`config.mk`:
```
export PLATFORM = sky130hd
export DESIGN_NAME = multiport_queue
export DESIGN_NICKNAME = d
export VERILOG_FILES = /design/src/rtl/queue_pkg.sv /design/src/rtl/queue_lane_select.sv /design/src/rtl/multiport_queue.sv
export SDC_FILE = /design/constraint.sdc
export NUM_CORES = 1
export LEC_CHECK = 0
export BUFFER_PORTS_ARGS = -buffer_cell sky130_fd_sc_hd__buf_2
export CORE_MARGIN = 4
export CORE_UTILIZATION = 30
export CTS_CLUSTER_SIZE = 14
export DETAILED_ROUTE_END_ITERATION = 6
export HOLD_SLACK_MARGIN = 0.05
export SETUP_SLACK_MARGIN = 0.2
export SLEW_MARGIN = 20
export SYNTH_ARGS = -nofsm -noshare
export SYNTH_HDL_FRONTEND = slang
export SYNTH_HIERARCHICAL = 1
export SYNTH_SLANG_ARGS = --single-unit
```
`constraint.sdc`:
```
create_clock -name clk -period 3.4 [get_ports clk]
set_input_delay 0.68 -clock clk [delete_from_list [all_inputs] [get_ports clk]]
set_output_delay 0.68 -clock clk [all_outputs]
set_load 0.01 [all_outputs]
```
`src/rtl/queue_pkg.sv`:
```
// Shared helpers for multiport_queue: default sizes, lane-count width
// and leading-ones count used by the lane selectors.
package queue_pkg;

    localparam int DEF_DATA_WIDTH = 8;
    localparam int DEF_ADDR_WIDTH = 4;

    function automatic int lane_cnt_w(input int ports);
        return $clog2(ports + 1);
    endfunction

    // Length of the unbroken run of ones starting at bit 0, capped at n.
    function automatic int lead_ones(input logic [31:0] v, input int n);
        int  k;
        logic run;
        k   = 0;
        run = 1'b1;
        for (int i = 0; i < 32; i++) begin
            if (i < n && run && v[i]) k = k + 1;
            else                      run = 1'b0;
        end
        return k;
    endfunction

endpackage

```
`src/rtl/queue_lane_select.sv`:
```
// Turns a prefix-contiguous lane request into an accepted-lane count
// and ack mask, clipped to the number of lanes the queue can serve.
module queue_lane_select
    import queue_pkg::*;
#(
    parameter int PORTS     = 2,
    parameter int CNT_WIDTH = 5,
    parameter int LW        = lane_cnt_w(PORTS)
) (
    input  logic [PORTS-1:0]     req_i,
    input  logic [CNT_WIDTH-1:0] limit_i,
    output logic [LW-1:0]        n_accepted_o,
    output logic [PORTS-1:0]     ack_o
);

    int lead;
    int lim;
    int n;

    always_comb begin
        lead = lead_ones(32'(req_i), PORTS);
        lim  = int'(limit_i);
        n    = (lead < lim) ? lead : lim;
        n_accepted_o = LW'(n);
        for (int i = 0; i < PORTS; i++) begin
            ack_o[i] = (i < n);
        end
    end

endmodule

```
`src/rtl/multiport_queue.sv`:
```
// Multi-lane circular FIFO with flush and an index probe port.
// Define MULTIPORT_QUEUE_HIGHWATER_EN to add the highWater_OUT tracker.
module multiport_queue
    import queue_pkg::*;
#(
    parameter int DATA_WIDTH = DEF_DATA_WIDTH,
    parameter int ADDR_WIDTH = DEF_ADDR_WIDTH,
    parameter int PORTS      = 2,
    localparam int CNT_WIDTH = ADDR_WIDTH + 1
) (
    input  logic                        clk,
    input  logic                        reset,
    input  logic                        flush_IN,
    input  logic [PORTS-1:0]            pushReq_IN,
    input  logic [PORTS*DATA_WIDTH-1:0] data_IN,
    output logic [PORTS-1:0]            pushAck_OUT,
    input  logic [PORTS-1:0]            popReq_IN,
    output logic [PORTS*DATA_WIDTH-1:0] data_OUT,
    output logic [PORTS-1:0]            popValid_OUT,
    output logic [PORTS-1:0]            popAck_OUT,
    output logic [CNT_WIDTH-1:0]        count_OUT,
    output logic                        emptyFlag_OUT,
    output logic                        fullFlag_OUT,
    output logic [ADDR_WIDTH-1:0]       curHead_OUT,
    output logic [ADDR_WIDTH-1:0]       curTail_OUT,
    input  logic [ADDR_WIDTH-1:0]       probeIdx_IN,
    output logic [DATA_WIDTH-1:0]       probeData_OUT,
    input  logic                        probePushReq_IN,
    input  logic [DATA_WIDTH-1:0]       probeData_IN
`ifdef MULTIPORT_QUEUE_HIGHWATER_EN
    ,
    output logic [CNT_WIDTH-1:0]        highWater_OUT
`endif
);

    localparam int DEPTH = 2 ** ADDR_WIDTH;
    localparam int LW    = lane_cnt_w(PORTS);

    logic [DATA_WIDTH-1:0] mem_q [DEPTH];
    logic [ADDR_WIDTH-1:0] head_q, head_d;
    logic [ADDR_WIDTH-1:0] tail_q, tail_d;
    logic [CNT_WIDTH-1:0]  count_q, count_d;

    logic [CNT_WIDTH-1:0]  push_lim;
    logic [LW-1:0]         n_push, n_pop;
    logic [PORTS-1:0]      push_ack, pop_ack;
    logic                  kill;

    // Pops never see same-cycle pushes, pushes never see same-cycle pops.
    assign push_lim = CNT_WIDTH'(DEPTH) - count_q;
    assign kill     = flush_IN | reset;

    queue_lane_select #(
        .PORTS     (PORTS),
        .CNT_WIDTH (CNT_WIDTH),
        .LW        (LW)
    ) u_push_sel (
        .req_i        (pushReq_IN),
        .limit_i      (push_lim),
        .n_accepted_o (n_push),
        .ack_o        (push_ack)
    );

    queue_lane_select #(
        .PORTS     (PORTS),
        .CNT_WIDTH (CNT_WIDTH),
        .LW        (LW)
    ) u_pop_sel (
        .req_i        (popReq_IN),
        .limit_i      (count_q),
        .n_accepted_o (n_pop),
        .ack_o        (pop_ack)
    );

    assign pushAck_OUT = push_ack & {PORTS{~kill}};
    assign popAck_OUT  = pop_ack & {PORTS{~kill}};

    always_comb begin
        count_d = count_q + CNT_WIDTH'(n_push) - CNT_WIDTH'(n_pop);
        head_d  = head_q + ADDR_WIDTH'(n_pop);
        tail_d  = tail_q + ADDR_WIDTH'(n_push);
        if (flush_IN) begin
            count_d = '0;
            head_d  = '0;
            tail_d  = '0;
        end
    end

    always_ff @(posedge clk or posedge reset) begin
        if (reset) begin
            count_q <= '0;
            head_q  <= '0;
            tail_q  <= '0;
        end else begin
            count_q <= count_d;
            head_q  <= head_d;
            tail_q  <= tail_d;
        end
    end

    // Probe write is issued last so it overrides a push to the same slot.
    always_ff @(posedge clk) begin
        for (int i = 0; i < PORTS; i++) begin
            if (pushAck_OUT[i]) begin
                mem_q[tail_q + ADDR_WIDTH'(i)] <=
                    data_IN[i*DATA_WIDTH +: DATA_WIDTH];
            end
        end
        if (probePushReq_IN) begin
            mem_q[probeIdx_IN] <= probeData_IN;
        end
    end

    for (genvar g = 0; g < PORTS; g++) begin : g_lane
        assign data_OUT[g*DATA_WIDTH +: DATA_WIDTH] =
            mem_q[head_q + ADDR_WIDTH'(g)];
        assign popValid_OUT[g] = (count_q > CNT_WIDTH'(g));
    end

    assign count_OUT     = count_q;
    assign emptyFlag_OUT = (count_q == '0);
    assign fullFlag_OUT  = (count_q == CNT_WIDTH'(DEPTH));
    assign curHead_OUT   = head_q;
    assign curTail_OUT   = tail_q;
    assign probeData_OUT = mem_q[probeIdx_IN];

`ifdef MULTIPORT_QUEUE_HIGHWATER_EN
    logic [CNT_WIDTH-1:0] hw_q, hw_d;

    always_comb begin
        hw_d = (count_d > hw_q) ? count_d : hw_q;
        if (flush_IN) hw_d = '0;
    end

    always_ff @(posedge clk or posedge reset) begin
        if (reset) hw_q <= '0;
        else       hw_q <= hw_d;
    end

    assign highWater_OUT = hw_q;
`endif

endmodule
```
==> summary.md <==
| Metric | Value |
|---|---|
| Port bufs | 80 |
| DRC errors left | 0 |
| Total power | 8410 uW |
| Post-synthesis sequential area ratio | 37.3% |
| CTS Sinks | 141 |
| Crit-path max cell delay | 0.49 ns |
| Worst min path class | in -> async |
| Async SR Flop Fraction | 9.22% |
| Synth cell types | 54 |
| Placed insts | 1564 |
| Buffers plus inverters on the worst setup path | 3 |
| Vias | 9614 |
| P_leak | 0.00522 uW |
| WS Path Type | reg -> out |
| Part of the power in the clock network | 23.5% |
| Switching share of total power | 37.5% |
| Std-Cell Rows | 70 |
| Die H | 201 um |
| Final worst path period share | 96.2% |
| Cell family with most CP delay | flip-flops |
| Final hold vios | 0 |
| Gp weighted congestion | 0.920 |
| Final Instance Count excl. Fillers | 1626 |
| Drt via density | 5.91 |
| Critical path depth | 8 |
| CP Data Required Time | 2.72 ns |
| Synthesis-stage register bit count | 141 |
| Warnings, synthesis | 6 |
| CTS Buf Count | 17 |
| Layout area overhead | 20.2% |
| Final min period | 3.27 ns |
| H-tree depth | 4 |
| Met1 GRT Util | 25.7% |
| Setup violations, final | 0 |
| Core ar. | 36700 um2 |
| Unrepaired setup endpoints after global routing | true |
| Clk_lat worst skew | 0.44 ns |
| Total track usage | 20.2% |
| Nets | 1202 |
| Detailed Route Iter0 Violations | 1185 |
| Status | finished, final reports clean |
| Max-slew violations | 0 |
| Post-route ant nets | 0 |
| GRT Residual Overflow | 0 |
| Share of cells above drive strength 1 | 32.3% |
| Share of the synthesized area in the top cell type | 34.4% |
| Post-CTS Hold Buffers | 0 |
| Worst-path clk slew | 0.07 ns |
| Worst Path Arrival | 2.59 ns |
| Most used DFF post-synth | edfxtp_1 |
| Slowest stage cell, crit path | dfrtp_4 |
| Cell chain of the critical path | ha_4 > buf_12 > mux4_2 > nor2b_4 > a211oi_4 > buf_4 > a21oi_1 > buf_2 |
| Routed len/inst | 25.7 um |
| Initial cell density of the core | 30.4% |
| Initial antenna violation count | 3 |
| Synth cell count leaders | nand2_1, edfxtp_1, nor2_1 |
| EDFF count, synth | 128 |
| Syn nets | 1129 |
| R2r worst-path depth | 16 |
| Largest cells by area after synthesis | edfxtp_1, mux4_2, mux2i_1, nand2_1, nor2_1 |
| Post-synthesis cell count | 1071 |
| Total negative slack | 0 ns |
| Power density over the cells | 626 nW/um2 |
| Flop pwr share | 25.9% |
| Worst-path maximum fanout | 6 |
| Max Cap Viol | 0 |
| Max Clock Skew | 0.0118 ns |
| CTS max path bufs | 2 |
| 1st-pass router iterations | 6 |
| Clock Root Buffer | clkbuf_16 |
| Int Pwr | 5250 uW |
| Final WL | 41.8 mm |
| Combinational group share of total power | 50.6% |
| Crit. End Element | output port |
| VDD IR max | 0.000358 V |
| First-pass GRT wire length | 61.4 mm |
| Area leader, netlist | edfxtp_1 |
| CP Launch Type | flop |
| Syn Std Cell Area | 11200 um2 |
| Slew of the pin with the lowest slew margin | 0.860 ns |
| Vias in the first global route | 9438 |
| Count leader, synth | nand2_1 |
| DIE WIDTH | 201 um |
| GR Util met2 | 32.1% |
| Syn Area/Cell | 10.4 um2 |
| Switching pwr | 3150 uW |
| Max Freq | 306 MHz |
| Hpwl dp | 28.8 mm |
| Met3 usage | 5.49% |
| DIE AREA | 40400 um2 |
| TritonCTS clock tree | done |
| GRT Max-Usage Layer | met2 |
| Pin count of the biggest net entering global routing | 40 |
| Rel. slew slack | 42.5% |
| Total I/O pin count | 81 |
==> layout by cell type (no fill, tap or decap), drive strengths merged, types with 2 or more instances in the layout <==
master,instances
mux4,96
o211ai,4
nor3,8
o32a,2
bufinv,2
nand2,179
fa,4
and3,4
a31oi,64
o21ai,26
nand2b,3
clkinvlp,3
xor2,3
or3,4
nor2b,28
a21oi,64
a211oi,8
o21a,2
nand4,2
dfrtp,13
o21bai,3
bufbuf,2
and3b,2
nor2,126
clkbuf,18
xnor2,8
inv,27
o32ai,4
mux2i,73
and2,8
a22oi,32
buf,157
or2,4
nand3,15
edfxtp,128
ha,18
nor3b,4
o21ba,2
==> registers in the layout, indices dropped and copies added (netlist names) <==
register and cells:
mem_q 128, count_OUT 5, curHead_OUT 4, curTail_OUT 4
==> cell type report <==
| class | instances | area, um2 |
|---|---|---|
| Fill cell | 3502 | 23300 |
| Tap cell | 468 | 586 |
| Inverter | 18 | 70.1 |
| Sequential cell | 141 | 4180 |
| Clock inverter | 15 | 175 |
| Multi-Input combinational cell | 806 | 6770 |
| Antenna cell | 1 | 2.50 |
| Timing Repair Buffer | 160 | 1220 |
| Clock buffer | 17 | 425 |
==> metrics by stage <==
| stage | setup slack (ns) | util [%] | cell area (um2) | hold WS (ns) |
|---|---|---|---|---|
| 3_3_place_gp | 0.0989 | 33.1 | 12200 | 0.810 |
| 5_1_grt | 0.0397 | 36.6 | 13400 | 0.399 |
| 2_1_floorplan | 0.180 | - | 11200 | 0.557 |
| 6_report | 0.129 | 36.6 | 13400 | 0.355 |
| 3_5_place_dp | 0.00946 | 33.1 | 12200 | 0.817 |
| 4_1_cts | 0.105 | 36.1 | 13200 | 0.356 |
==> power groups by stage <==
| stage | Sequential [uW] | Combinational [uW] | Clock, uW |
|---|---|---|---|
| final | 2180 | 4250 | 1980 |
| after global routing | 2190 | 4560 | 2060 |
| after CTS | 2170 | 4060 | 1980 |
| after detailed placement | 2230 | 3450 | 0 |
| after global placement | 2220 | 3400 | 0 |
| after floorplan | 2190 | 2480 | 0 |
==> metal layers <==
metal	part of all wire [%]	vias up
li1	-	4174
met4	4.9	4
met1	38	4682
met5	0.050	-
met2	46	640
met3	11	114
==> worst reg2reg max path, stage by stage, from the launching register on <==
cell and delay (ns):
dfrtp_2 0.38, inv_2 0.05, ha_4 0.15, and2_4 0.16, ha_4 0.25, inv_2 0.03, nor3_4 0.20, a21oi_4 0.10
o32ai_2 0.28, inv_1 0.09, fa_1 0.53, inv_2 0.05, fa_2 0.38, a21oi_2 0.12, o21bai_1 0.08, xor2_1 0.13
nor2_1 0.05
==> final timing paths <==
kind	end	from	slack, ns
min	curTail_OUT[0]$_DFF_PP0_	reset	0.35
max	data_OUT[10]	curHead_OUT[0]$_DFF_PP0_	0.13
max in group asynchronous	curHead_OUT[0]$_DFF_PP0_	reset	2.60
min reg2reg	count_OUT[3]$_DFF_PP0_	count_OUT[2]$_DFF_PP0_	0.80
min in group clk	curHead_OUT[2]$_DFF_PP0_	flush_IN	0.65
max reg2reg	count_OUT[4]$_DFF_PP0_	count_OUT[3]$_DFF_PP0_	0.23
==> what timing repair did <==
action / 4_1_cts / 5_1_grt
endpoints found under the setup margin: 167 / 211
buffers inserted: 23 / 2
gates resized for setup: 43 / 31
pin swaps: 23 / 5
cloned: 3 / 1
==> cell families (layout without fill, tap and decap cells) <==
family          after synthesis  in the layout  share of synthesized area (%)
other cells                   0              1                              0
fa+ha+maj                    22             22                           2.73
buf+inv                     124            210                           5.20
compound gates              214            214                           11.9
simple gates                390            390                           15.8
mux                         169            169                           26.0
flops                       141            141                           37.3
xor+xnor                     11             11                           1.03
Power figures use the tool's default switching activity.
